<file path="config.mk">
export PLATFORM = sky130hd
export DESIGN_NAME = befehl_laden
export DESIGN_NICKNAME = d
export VERILOG_FILES = /design/src/rtl/befehl_laden_pkg.sv /design/src/rtl/befehl_laden_pc_register.sv /design/src/rtl/befehl_laden.sv
export SDC_FILE = /design/constraint.sdc
export NUM_CORES = 1
export LEC_CHECK = 0
export ABC_AREA = 1
export CAP_MARGIN = 20
export CORE_ASPECT_RATIO = 1.5
export CORE_MARGIN = 4
export CORE_UTILIZATION = 30
export CTS_CLUSTER_SIZE = 20
export DETAILED_ROUTE_END_ITERATION = 7
export HOLD_SLACK_MARGIN = 0.1
export PLACE_DENSITY_LB_ADDON = 0.12
export SYNTH_ARGS = -nofsm -noshare
export SYNTH_HDL_FRONTEND = slang
export SYNTH_SLANG_ARGS = --single-unit
</file>
<file path="constraint.sdc">
create_clock -name Clock -period 1.77 [get_ports Clock]
set_input_delay 0.177 -clock Clock [delete_from_list [all_inputs] [get_ports Clock]]
set_output_delay 0.177 -clock Clock [all_outputs]
set_load 0.01 [all_outputs]
</file>
<file path="src/rtl/befehl_laden_pkg.sv">
// befehl_laden: shared constants for the Hans instruction-fetch stage.
// Optional build macro: BEFEHL_AUSRICHTUNG_PRUEFUNG_EN (jump alignment flag).
package befehl_laden_pkg;

  typedef logic [1:0] zustand_t;

  localparam zustand_t LEERLAUF = 2'd0;
  localparam zustand_t ANFRAGE  = 2'd1;
  localparam zustand_t FERTIG   = 2'd2;

  localparam int PC_SCHRITT    = 4;
  localparam int BEFEHL_BREITE = 32;

endpackage

</file>
<file path="src/rtl/befehl_laden_pc_register.sv">
// pc_register: program counter with one-update-per-instruction guard.
// BEFEHL_AUSRICHTUNG_PRUEFUNG_EN adds the sticky Fehlausrichtung flag.
module pc_register
  import befehl_laden_pkg::*;
#(
  parameter int                     ADRESS_BREITE = 32,
  parameter logic [ADRESS_BREITE-1:0] START_ADRESSE = '0
) (
  input  logic                     Clock,
  input  logic                     Reset,
  input  logic                     PCSignal,
  input  logic                     PCSprungSignal,
  input  logic [ADRESS_BREITE-1:0] SprungZiel,
  input  logic                     GuardLoeschen,
  output logic                     PCUpdate,
  output logic [ADRESS_BREITE-1:0] PC,
  output logic [ADRESS_BREITE-1:0] NaechsterPC
`ifdef BEFEHL_AUSRICHTUNG_PRUEFUNG_EN
  ,
  output logic                     Fehlausrichtung
`endif
);

  logic                     pcAktualisiert;
  logic [ADRESS_BREITE-1:0] sprungAusgerichtet;

  assign PCUpdate           = PCSignal && !pcAktualisiert;
  assign NaechsterPC        = PC + ADRESS_BREITE'(PC_SCHRITT);
  assign sprungAusgerichtet = SprungZiel & ~ADRESS_BREITE'(3);

  always_ff @(posedge Clock or negedge Reset) begin
    if (!Reset) begin
      PC             <= START_ADRESSE;
      pcAktualisiert <= 1'b0;
    end else if (PCUpdate) begin
      PC             <= PCSprungSignal ? sprungAusgerichtet : NaechsterPC;
      pcAktualisiert <= 1'b1;
    end else if (GuardLoeschen) begin
      pcAktualisiert <= 1'b0;
    end
  end

`ifdef BEFEHL_AUSRICHTUNG_PRUEFUNG_EN
  always_ff @(posedge Clock or negedge Reset) begin
    if (!Reset) begin
      Fehlausrichtung <= 1'b0;
    end else if (PCUpdate && PCSprungSignal && (|SprungZiel[1:0])) begin
      Fehlausrichtung <= 1'b1;
    end
  end
`endif

endmodule

</file>
<file path="src/rtl/befehl_laden.sv">
// befehl_laden: fetch FSM and memory handshake of the Hans processor.
// BEFEHL_AUSRICHTUNG_PRUEFUNG_EN exposes the Fehlausrichtung port.
module befehl_laden
  import befehl_laden_pkg::*;
#(
  parameter int                     ADRESS_BREITE = 32,
  parameter int                     DATEN_BREITE  = BEFEHL_BREITE,
  parameter logic [ADRESS_BREITE-1:0] START_ADRESSE = '0
) (
  input  logic                     Clock,
  input  logic                     Reset,
  input  logic                     LoadBefehlSignal,
  input  logic                     PCSignal,
  input  logic                     PCSprungSignal,
  input  logic [ADRESS_BREITE-1:0] SprungZiel,
  output logic                     SpeicherLesen,
  output logic [ADRESS_BREITE-1:0] SpeicherAdresse,
  input  logic                     SpeicherBereit,
  input  logic [DATEN_BREITE-1:0]  SpeicherDaten,
  output logic [DATEN_BREITE-1:0]  Befehl,
  output logic                     BefehlGeladen,
  output logic [ADRESS_BREITE-1:0] PC,
  output logic [ADRESS_BREITE-1:0] NaechsterPC
`ifdef BEFEHL_AUSRICHTUNG_PRUEFUNG_EN
  ,
  output logic                     Fehlausrichtung
`endif
);

  zustand_t                 zustand;
  zustand_t                 zustandNaechst;
  logic                     pcUpdate;
  logic                     startAnfrage;
  logic                     lesenD;
  logic                     geladenD;
  logic [ADRESS_BREITE-1:0] adresseD;
  logic [DATEN_BREITE-1:0]  befehlD;

  pc_register #(
    .ADRESS_BREITE (ADRESS_BREITE),
    .START_ADRESSE (START_ADRESSE)
  ) pcReg (
    .Clock          (Clock),
    .Reset          (Reset),
    .PCSignal       (PCSignal),
    .PCSprungSignal (PCSprungSignal),
    .SprungZiel     (SprungZiel),
    .GuardLoeschen  (startAnfrage),
    .PCUpdate       (pcUpdate),
    .PC             (PC),
    .NaechsterPC    (NaechsterPC)
`ifdef BEFEHL_AUSRICHTUNG_PRUEFUNG_EN
    ,
    .Fehlausrichtung (Fehlausrichtung)
`endif
  );

  always_ff @(posedge Clock or negedge Reset) begin
    if (!Reset) begin
      zustand         <= LEERLAUF;
      SpeicherLesen   <= 1'b0;
      SpeicherAdresse <= '0;
      Befehl          <= '0;
      BefehlGeladen   <= 1'b0;
    end else begin
      zustand         <= zustandNaechst;
      SpeicherLesen   <= lesenD;
      SpeicherAdresse <= adresseD;
      Befehl          <= befehlD;
      BefehlGeladen   <= geladenD;
    end
  end

  // a PC update in the same cycle defers the fetch by one cycle
  always_comb begin
    zustandNaechst = zustand;
    startAnfrage   = 1'b0;
    unique case (1'b1)
      (zustand == LEERLAUF): begin
        if (LoadBefehlSignal && !pcUpdate) begin
          startAnfrage   = 1'b1;
          zustandNaechst = ANFRAGE;
        end
      end
      (zustand == ANFRAGE): begin
        if (SpeicherBereit) begin
          zustandNaechst = LoadBefehlSignal ? FERTIG : LEERLAUF;
        end
      end
      (zustand == FERTIG): begin
        if (!LoadBefehlSignal) begin
          zustandNaechst = LEERLAUF;
        end
      end
      default: zustandNaechst = LEERLAUF;
    endcase
  end

  always_comb begin
    lesenD   = 1'b0;
    geladenD = 1'b0;
    adresseD = SpeicherAdresse;
    befehlD  = Befehl;
    if (startAnfrage) begin
      lesenD   = 1'b1;
      adresseD = PC;
    end
    if (zustand == ANFRAGE) begin
      if (SpeicherBereit) begin
        befehlD  = SpeicherDaten;
        geladenD = LoadBefehlSignal;
      end else begin
        lesenD = 1'b1;
      end
    end
  end

endmodule

</file>
==> out/metrics.sh, run 1 <==
DRIVE_ABOVE_1_SHARE_PCT=32.5
GRT_PASS1_VIAS=5274
SW_FRAC_OF_TOTAL_PCT=38.0
TIMING.CRITICAL_PATH.TO_TYPE='output port'
COMBINED_BUFFER_AND_INVERTER_COUNT_ALONG_THE_CRITICAL_PATH=3
CLOCK_TREE.HTREE_LEVEL_COUNT=3
SYNTH_SEQ_AREA_SHARE_PCT=49.8
CHIP_HEIGHT_UM=164
CRITPATHREQUIREDTIME_NS=1.59
ANTENNA-DIODE-COUNT=0
FINALCOREUTILIZATION_PCT=54.0
MAX_CAP_VIOL_COUNT=0
SYNTHDISTINCTLIBCELLS=30
ROUTED_WL_UM=17300
COMB_POWER_SHARE_PCT=58.6
SYNTH-WARNING-COUNT=0
CRITICAL_PATH_ARRIVAL_NS=1.88
GRT.OVERFLOW.TOTAL=0
CTS_BUFFERS=9
CHIPWIDTH_UM=112
VIOLATIONS_IN_THE_FINAL_REPORTS='setup timing'
SETUP_REPAIR_AFTER_GLOBAL_ROUTING_MISSED_ITS_MARGIN='yes'
PORT_BUFFER_CELLS=191
DETAIL_ROUTE.ITER0.VIOLATIONS=200
POWER.SHARE.CLOCK_PCT=13.8
GRT_ANTENNA_BEFORE_REPAIR=0
CRITPATHMOSTFREQUENTCELL='nand2_2'
TIMING.FINAL.SETUP_VIOLATIONS=29
CTSLONGESTPATHBUFFERS=2
SKEW_NS=0.0160
CELL_INTERNAL_PWR_mW=8.90
TIMING.FINAL.HOLD_VIOLATIONS=0
MIN_PERIOD_OVER_PERIOD_PCT=116
SIGNED_AREA_CHANGE_FROM_THE_SYNTHESIZED_NETLIST_TO_THE_FINAL_LAYOUT_PCT=75.4
MOSTFREQUENTLAYOUTCELL='clkdlybuf4s50_1'
GRT_START_MAX_NET_PINS=44
POWER_DENSITY_nW_PER_UM2=1680
FINALMAXSLEWVIOLATIONS=0
SYNTH_CELLS=579
MEAN_ROUTED_WIRELENGTH_PER_CELL_UM=15.9
PLACED_CELLS_INCL_TAPS=1024
SYNTH.CELL_AREA_UM2=4880
CLK_ROOT_BUFFER_CELL='clkbuf_16'
IO_PINS=200
ACHIEVABLE-FREQUENCY_MHz=487
POWER.SHARE.SEQUENTIAL_PCT=27.6
DRC=0
CLK_LATENCY_NS=0.34
FINALNONFILLERCELLS=1087
AVGSYNTHCELLAREA_UM2=8.42
CTS.CLK_SLEW.WORST_PATHS_NS=0.07
TIMING.CRITICAL_PATH.FROM_TYPE='register'
FP.COREAREA_UM2=15800
ROW_COUNT=56
DRT_PASS_1_ITERS=4
TIMING.FINAL.CRIT_PERIOD_NS=2.05
P_LEAK_nW=3.97
SWITCHINGPOWER_mW=5.46
TRITONCTS_NUM_SINKS=97
YS_SEQ_ELEMENTS=97
TRITONCTS_CLOCK_TREE='yes'
WORSTPATHCELLLIST='ha_2 -> nand2_2 -> nor2_4 -> nand2_4 -> nor2_4 -> buf_6 -> buf_6 -> nand2_2 -> nand2_2 -> nand2_1 -> buf_2'
CRITPATHSLOWESTCELL='dfrtp_1'
GRT_FIRST_PASS_WIRELENGTH_UM=27200
HOLDCRITPATHCLASS='primary input to asynchronous set/reset pin'
CRITICAL-PATH-TOP-DELAY-FAMILY='simple AND/OR/NAND/NOR gates'
IR_WORST_VDD_uV=701
GRT_USAGE_PCT=18.3
INITIAL_CORE_UTIL_PCT=30.8
DETAILED_PLACE_HPWL_UM=12800
PATH_MAX_FANOUT=3
CRIT_TYPE='register to output port'
TOTAL_VIA_COUNT_IN_THE_ROUTED_DESIGN=5077
RUN_STATUS='complete, but fails checks'
PER_CELL_VIA_COUNT_IN_THE_ROUTED_DESIGN=4.67
FLOORPLAN.DIE_AREA_UM2=18400
REMAINING_ANTENNA_VIOLATION_COUNT_AFTER_ROUTING=0
FINALWEIGHTEDCONGESTION=0.871
HOLD_WS_NS=0.319
FILLERINSTANCES=1504
P_TOTAL_mW=14.4
SETUP_SLACK_NS=-0.285
CRITICAL_PATH.MAX_STAGE_DELAY_NS=0.38
FINAL_NET_COUNT=950
FINAL_CELL_MIX='clkdlybuf4s50_1 (159), nand2_1 (131), dfrtp_1 (96), buf_4 (88), nor2_1 (55)'
-- metrics by stage --
| stage | worst slack (ns) | area, um^2 | TNS, ns |
|---|---|---|---|
| 3_5_place_dp | -0.310 | 7540 | -5.24 |
| 4_1_cts | -0.302 | 8290 | -5.76 |
| 2_1_floorplan | 0.237 | 4900 | 0 |
| 3_3_place_gp | -0.283 | 7540 | -4.52 |
| 5_1_grt | -0.371 | 8560 | -7.61 |
| 6_report | -0.285 | 8560 | -5.09 |
-- path summary, 6_finish.rpt --
| path | start | end | slack [ns] | cells past startpoint |
|---|---|---|---|---|
| worst max-delay path | pcReg.PC[3]$_DFFE_PN0P_ | NaechsterPC[22] | -0.28 | 11 |
| worst min-delay path | Reset | Befehl[0]$_DFFE_PN0P_ | 0.32 | 2 |
| worst max register to register | pcReg.PC[3]$_DFFE_PN0P_ | pcReg.PC[16]$_DFFE_PN0P_ | -0.17 | 12 |
| worst min register to register | SpeicherAdresse[4]$_DFFE_PN0P_ | SpeicherAdresse[4]$_DFFE_PN0P_ | 0.49 | 2 |
| max in group asynchronous | Reset | SpeicherAdresse[2]$_DFFE_PN0P_ | 0.84 | 3 |
| min in group Clock | LoadBefehlSignal | BefehlGeladen$_DFF_PN0_ | 0.42 | 3 |
-- worst reg2reg max path: stages, from the launching register on --
cell and delay (ns):
dfrtp_1 0.38, ha_2 0.20, buf_4 0.13, nand3_4 0.10, nor2_4 0.13, nand4_1 0.13, buf_4 0.16, buf_4 0.12
buf_4 0.12, buf_4 0.12, buf_4 0.12, nand3_1 0.07, a22oi_1 0.06
-- synthesized netlist by cell type, drive strengths merged --
library cell	instances	share of area, %
a21oi	20	2.1
a22oi	6	0.92
and2	8	1.0
buf	17	2.1
clkbuf	9	0.69
clkinv	1	0.077
conb	1	0.077
dfrtp	97	50
ha	1	0.26
inv	43	3.3
mux2	33	7.6
nand2	166	13
nand3	33	3.4
nand3b	1	0.15
nand4	2	0.26
nor2	82	8.2
nor3	1	0.10
o21ai	44	4.5
o22ai	4	0.51
o31ai	2	0.31
or2	1	0.13
xor2	7	1.3
-- repair_timing --
item                                   in CTS  in global routing
pin swaps                                  34                 30
setup buffers                              38                 14
setup endpoints to repair                  30                 32
resized for setup                         172                 59
hold buffers                                1                  0
endpoints found under the hold margin      27                  0
-- area by class of cell --
type	count	area (um^2)	share of cell area, %
Clock buffer	12	246	2.88
Inverter	44	168	1.96
Clock inverter	4	52.6	0.614
Multi-Input combinational cell	417	2500	29.2
Sequential cell	97	2430	28.4
Timing Repair Buffer	310	2910	34.0
Tap cell	203	254	2.97
-- routing by layer --
layer | vias to the layer above | part of all wire [%] | track usage [%]
li1 | 2440 | - | -
met1 | 2416 | 39 | 20.5
met2 | 188 | 53 | 34.0
met3 | 33 | 5.5 | 3.28
met4 | 0 | 2.5 | 7.44
met5 | - | 0 | 0
-- kinds of logic after synthesis --
family,share of synthesized area [%]
simple gates,26.6
flops,49.8
compound gates,8.31
xor+xnor,1.26
mux,7.62
buf+inv,6.13
fa+ha+maj,0.257
other cells,0.0769
-- flip-flops by register name (all words and copies together), names as in the netlist --
register / flops
zustand: 2
pcReg.pcAktualisiert: 1
SpeicherAdresse: 30
Befehl: 32
pcReg.PC: 30
SpeicherLesen: 1
BefehlGeladen: 1
-- power by group through the flow --
stage | Combinational, mW | Sequential (mW) | Clock (mW)
detailed placement | 7.91 | 3.96 | 0
global placement | 7.86 | 3.92 | 0
global route | 9.09 | 4.09 | 2.14
floorplan | 2.51 | 4.53 | 0
CTS | 8.16 | 3.95 | 2.04
finish | 8.41 | 3.96 | 1.98
No activity file was read; power rests on OpenSTA's default activity.
==> run 2: changes to the inputs <==
- CTS_CLUSTER_DIAMETER: not set -> 100
- PLACE_DENSITY_LB_ADDON: 0.12 -> not set
==> out/metrics.sh, run 2 (synthesis results as in run 1) <==
RUN_STATUS='complete, but fails checks'
VIOLATIONS_IN_THE_FINAL_REPORTS='setup timing'
TIMING.FINAL.HOLD_VIOLATIONS=0
HOLDCRITPATHCLASS='primary input to asynchronous set/reset pin'
SETUP_SLACK_NS=-0.246
POWER_DENSITY_nW_PER_UM2=1730
GRT.OVERFLOW.TOTAL=0
SKEW_NS=0.0157
DPL_WORST_SLACK_NS=-0.263
FILLERINSTANCES=1491
DRT_PASS_1_ITERS=4
LARGEST_REG_FLOPS=32
DRIVE_ABOVE_1_SHARE_PCT=31.7
MAX_CAP_VIOL_COUNT=0
CHIP_HEIGHT_UM=164
SEQUENTIAL_CELL_AREA_UM2=2430
WORSTPATHCELLLIST='ha_2 -> nand2_2 -> nor2_4 -> buf_6 -> nand3_4 -> nand2_2 -> inv_2 -> or2_1 -> buf_6'
CTSLONGESTPATHBUFFERS=2
GRT_USAGE_PCT=19.2
ACHIEVABLE-FREQUENCY_MHz=496
FINAL_NET_COUNT=930
ROW_COUNT=56
TIMING.CRITICAL_PATH.TO_TYPE='output port'
IR_WORST_VDD_uV=715
FP.COREAREA_UM2=15800
CHIPWIDTH_UM=112
PATH_MAX_FANOUT=4
TIMING.CRITICAL_PATH.FROM_TYPE='register'
TIMING.FINAL.CRIT_PERIOD_NS=2.02
CRITPATHSLOWESTCELL='dfrtp_1'
CLK_LATENCY_NS=0.35
TRITONCTS_CLOCK_TREE='yes'
CRITPATHREQUIREDTIME_NS=1.59
CTS.CLK_SLEW.WORST_PATHS_NS=0.07
ROUTED_WL_UM=17800
DETAILED_PLACE_HPWL_UM=13600
MEAN_ROUTED_WIRELENGTH_PER_CELL_UM=16.7
IO_PINS=200
GRT_PASS1_VIAS=5192
FINALWEIGHTEDCONGESTION=0.870
TIMING.FINAL.SETUP_VIOLATIONS=27
CRITICAL_PATH.MAX_STAGE_DELAY_NS=0.37
REG_TOP3='Befehl x32, SpeicherAdresse x30, pcReg.PC x30'
COMBINED_BUFFER_AND_INVERTER_COUNT_ALONG_THE_CRITICAL_PATH=3
INITIAL_CORE_UTIL_PCT=30.8
REGMOSTFLOPS='Befehl'
CRITICAL_PATH_ARRIVAL_NS=1.84
ANTENNA-DIODE-COUNT=0
MOSTFREQUENTLAYOUTCELL='clkdlybuf4s50_1'
FINAL_CELL_AREA_UM2=8400
DRC=0
GRT_ANTENNA_BEFORE_REPAIR=0
PLACEMENT.CELL_AREA_UM2=7490
P_LEAK_nW=3.87
TRITONCTS_NUM_SINKS=97
MAX-SLEW-MARGIN-REL_PCT=63.8
REMAINING_ANTENNA_VIOLATION_COUNT_AFTER_ROUTING=0
CLOCK_TREE.HTREE_LEVEL_COUNT=3
CTS_BUFFERS=9
PER_CELL_VIA_COUNT_IN_THE_ROUTED_DESIGN=4.62
FLOORPLAN.DIE_AREA_UM2=18400
DETAIL_ROUTE.ITER0.VIOLATIONS=216
GRT_FIRST_PASS_WIRELENGTH_UM=28000
P_TOTAL_mW=14.5
SIGNED_AREA_CHANGE_FROM_THE_SYNTHESIZED_NETLIST_TO_THE_FINAL_LAYOUT_PCT=72.3
CRITICAL-PATH-TOP-DELAY-FAMILY='simple AND/OR/NAND/NOR gates'
FINAL_CELL_MIX='clkdlybuf4s50_1 (160), nand2_1 (122), dfrtp_1 (96), buf_4 (81), nor2_1 (57)'
ACTUAL_SLEW_AT_THE_WORST_MAX_SLEW_PIN_NS=0.543
GRT_START_MAX_NET_PINS=46
MULTI_INPUT_AREA_UM2=2540
MIN_PERIOD_OVER_PERIOD_PCT=114
PORT_BUFFER_CELLS=191
FINALMAXSLEWVIOLATIONS=0
TOTAL_VIA_COUNT_IN_THE_ROUTED_DESIGN=4934
CLK_ROOT_BUFFER_CELL='clkbuf_16'
SETUP_REPAIR_AFTER_GLOBAL_ROUTING_MISSED_ITS_MARGIN='yes'
CRIT_TYPE='register to output port'
-- run 2: routing by layer --
| layer | GRT usage (%) | share of wire, % |
|---|---|---|
| met5 | 0 | 0 |
| met4 | 5.41 | 1.7 |
| met3 | 4.98 | 7.1 |
| met2 | 35.2 | 53 |
| met1 | 21.9 | 39 |
-- run 2: final cells by class --
| type | instances | share of cell area [%] |
|---|---|---|
| multi-input combinational | 417 | 30.2 |
| clock inverter | 6 | 0.894 |
| inverter | 44 | 1.97 |
| clock buffer | 10 | 2.73 |
| tap | 203 | 3.02 |
| timing repair buffer | 290 | 32.3 |
| sequential | 97 | 28.9 |
-- run 2: per-stage QoR --
step	std cells	TNS [ns]	utilization [%]	hold slack, ns
floorplan	584	0	-	-0.119
global placement	1018	-3.61	47.3	0.193
detailed placement	1018	-4.32	47.3	0.195
CTS	1062	-3.89	51.7	0.373
global route	1067	-5.30	53.1	0.416
finish	1067	-3.18	53.1	0.359
-- run 2: power breakdown --
part           internal, mW  switching [mW]
logic                  4.41            4.04
registers              3.27           0.743
clock network          1.12           0.915
-- run 2: final timing paths --
path / startpoint / end / slack, ns / depth (start not counted)
setup / recovery: pcReg.PC[3]$_DFFE_PN0P_ / NaechsterPC[12] / -0.25 / 9
hold / removal: Reset / SpeicherAdresse[2]$_DFFE_PN0P_ / 0.36 / 2
hold reg to reg: SpeicherAdresse[17]$_DFFE_PN0P_ / SpeicherAdresse[17]$_DFFE_PN0P_ / 0.49 / 2
max in group asynchronous: Reset / pcReg.PC[4]$_DFFE_PN0P_ / 0.73 / 3
setup reg to reg: pcReg.PC[3]$_DFFE_PN0P_ / pcReg.PC[8]$_DFFE_PN0P_ / 0.08 / 10
min in group Clock: LoadBefehlSignal / BefehlGeladen$_DFF_PN0_ / 0.41 / 3
-- run 2: repair_timing --
| item | in CTS | in global routing |
|---|---|---|
| resized for setup | 186 | 52 |
| pin swaps | 29 | 17 |
| hold buffers | 1 | 0 |
| setup buffers | 27 | 6 |
| endpoints found under the setup margin | 30 | 29 |
| hold endpoints to repair | 38 | 0 |
==> run 3: changes to the inputs <==
- CTS_CLUSTER_SIZE: 20 -> not set
- clock period: 1.77 -> 2.4 ns (I/O delays scaled with it)
==> out/metrics.sh, run 3 (synthesis results as in run 1) <==
CRITICAL_PATH_ARRIVAL_NS=2.10
WORST_R2R_ENDPOINT='pcReg.PC[20]$_DFFE_PN0P_'
HOLDCRITPATHCLASS='primary input to asynchronous set/reset pin'
SIGNED_AREA_CHANGE_FROM_THE_SYNTHESIZED_NETLIST_TO_THE_FINAL_LAYOUT_PCT=54.0
PLACED_CELLS_INCL_TAPS=964
ACHIEVABLE-FREQUENCY_MHz=428
WORSTPATHCELLLIST='ha_2 -> nand2_1 -> nor2_4 -> buf_4 -> nand3_2 -> nand2_1 -> inv_1 -> or2_1 -> dlygate4sd2_1'
DRT_PASS_1_ITERS=5
LARGEST_REG_FLOPS=32
FINAL_NET_COUNT=850
CTS_BUFFERS=9
GRT_ANTENNA_BEFORE_REPAIR=0
FP.COREAREA_UM2=15800
GRT_USAGE_PCT=18.0
GRT.OVERFLOW.TOTAL=0
TIMING.FINAL.CRIT_PERIOD_NS=2.34
ROUTED_WL_UM=16500
TIMING.FINAL.SETUP_VIOLATIONS=0
GRT_PASS1_VIAS=4626
REGMOSTFLOPS='Befehl'
HOLD_WS_NS=0.467
TRITONCTS_CLOCK_TREE='yes'
REG_TOP3='Befehl x32, SpeicherAdresse x30, pcReg.PC x30'
SKEW_NS=0.00934
CTSLONGESTPATHBUFFERS=2
SETUP_REPAIR_AFTER_GLOBAL_ROUTING_MISSED_ITS_MARGIN='yes'
ROW_COUNT=56
WORSTREG2REGSTART='pcReg.PC[3]$_DFFE_PN0P_'
IO_PINS=200
GRT_FIRST_PASS_WIRELENGTH_UM=26100
CHIP_HEIGHT_UM=164
POWER_DENSITY_nW_PER_UM2=1290
FINALMAXSLEWVIOLATIONS=0
CRITPATHREQUIREDTIME_NS=2.16
TIMING.CRITICAL_PATH.FROM_TYPE='register'
ACTUAL_SLEW_AT_THE_WORST_MAX_SLEW_PIN_NS=0.706
PORT_BUFFER_CELLS=191
CLK_LATENCY_NS=0.34
CRITICAL_PATH.MAX_STAGE_DELAY_NS=0.36
SETUP_SLACK_NS=0.0636
TOTAL_VIA_COUNT_IN_THE_ROUTED_DESIGN=4613
FLOORPLAN.DIE_AREA_UM2=18400
DETAILED_PLACE_HPWL_UM=12700
IR_WORST_VDD_uV=494
MAX_CAP_VIOL_COUNT=0
CRIT_TYPE='register to output port'
MIN_PERIOD_OVER_PERIOD_PCT=97.4
RUN_STATUS='finished clean'
ANTENNA-DIODE-COUNT=0
MEAN_ROUTED_WIRELENGTH_PER_CELL_UM=16.7
FINALWEIGHTEDCONGESTION=0.867
INITIAL_CORE_UTIL_PCT=30.8
FINAL_CELL_MIX='clkdlybuf4s50_1 (173), nand2_1 (157), dfrtp_1 (85), nor2_1 (64), inv_1 (40)'
P_LEAK_nW=3.45
TRITONCTS_NUM_SINKS=97
CRITPATHMOSTFREQUENTCELL='nand2_1'
CHIPWIDTH_UM=112
TIMING.CRITICAL_PATH.TO_TYPE='output port'
DETAIL_ROUTE.ITER0.VIOLATIONS=206
CRITPATHSLOWESTCELL='dfrtp_1'
PATH_MAX_FANOUT=4
GRT_START_MAX_NET_PINS=54
CLK_ROOT_BUFFER_CELL='clkbuf_16'
DRIVE_ABOVE_1_SHARE_PCT=14.7
MOSTFREQUENTLAYOUTCELL='clkdlybuf4s50_1'
DPL_WORST_SLACK_NS=0.164
R2R_CELLS=9
FINALNONFILLERCELLS=987
REMAINING_ANTENNA_VIOLATION_COUNT_AFTER_ROUTING=0
CTS.CLK_SLEW.WORST_PATHS_NS=0.07
TIMING.FINAL.HOLD_VIOLATIONS=0
PER_CELL_VIA_COUNT_IN_THE_ROUTED_DESIGN=4.67
DRC=0
MAX-SLEW-MARGIN-REL_PCT=52.9
R2R_SETUP_SLACK_NS=0.77
CLOCK_TREE.HTREE_LEVEL_COUNT=3
run 3: routing by layer:
layer  track usage (%)  vias up  share of wire [%]
li1                  -     2248                  -
met1              21.6     2151                 40
met2              31.7      189                 51
met3              4.09       25                6.8
met4              6.23        0                2.6
met5                 0        -                  0
run 3: area by class of cell:
class	instances	area, um^2
clock buffer	9	225
clock inverter	7	85.1
fill	1568	8320
inverter	44	165
multi-input combinational	417	2250
sequential	97	2440
tap	203	254
timing repair buffer	210	2090
run 3: worst max-delay path, delay by kind of cell (launching register included):
family                   cells  cell delay [ns]
AND/OR/NAND/NOR              5             0.70
buffers and inverters        3             0.48
flip-flops                   1             0.36
adder cells (fa/ha/maj)      1             0.21
run 3: stage by stage:
stage / setup TNS, ns / utilization (%) / power, mW / area, um^2
global route: -0.239 / 47.4 / 10.4 / 7510
global placement: 0 / 44.5 / 8.10 / 7040
finish: 0 / 47.4 / 9.69 / 7510
CTS: 0 / 46.8 / 9.79 / 7420
floorplan: 0 / - / 5.19 / 4900
detailed placement: 0 / 44.5 / 8.19 / 7040
run 3: worst max-delay path by stage:
stage	start	endpoint	depth (start not counted)	slack, ns
3_5_place_dp	pcReg.PC[2]$_DFFE_PN0P_	NaechsterPC[14]	8	0.16
2_1_floorplan	pcReg.PC[2]$_DFFE_PN0P_	NaechsterPC[18]	7	0.80
6_report	pcReg.PC[3]$_DFFE_PN0P_	NaechsterPC[12]	9	0.06
4_1_cts	pcReg.PC[2]$_DFFE_PN0P_	NaechsterPC[9]	6	0.002
5_1_grt	pcReg.PC[15]$_DFFE_PN0P_	NaechsterPC[27]	7	-0.08
3_3_place_gp	pcReg.PC[2]$_DFFE_PN0P_	NaechsterPC[22]	8	0.19
run 3: repair_timing:
item	4_1_cts	5_1_grt
gates resized for setup	24	23
pin swaps	1	2
setup buffers	3	3
endpoints found under the hold margin	50	0
hold buffers	1	0
cloned	0	0
setup endpoints to repair	19	16
run 3: report_power, final:
part           total, mW  switching (mW)  internal [mW]  leakage (nW)
clock network       1.51           0.685          0.828         0.150
logic               5.10            2.47           2.64          2.14
registers           3.07           0.642           2.43          1.16
total               9.69            3.79           5.89          3.45
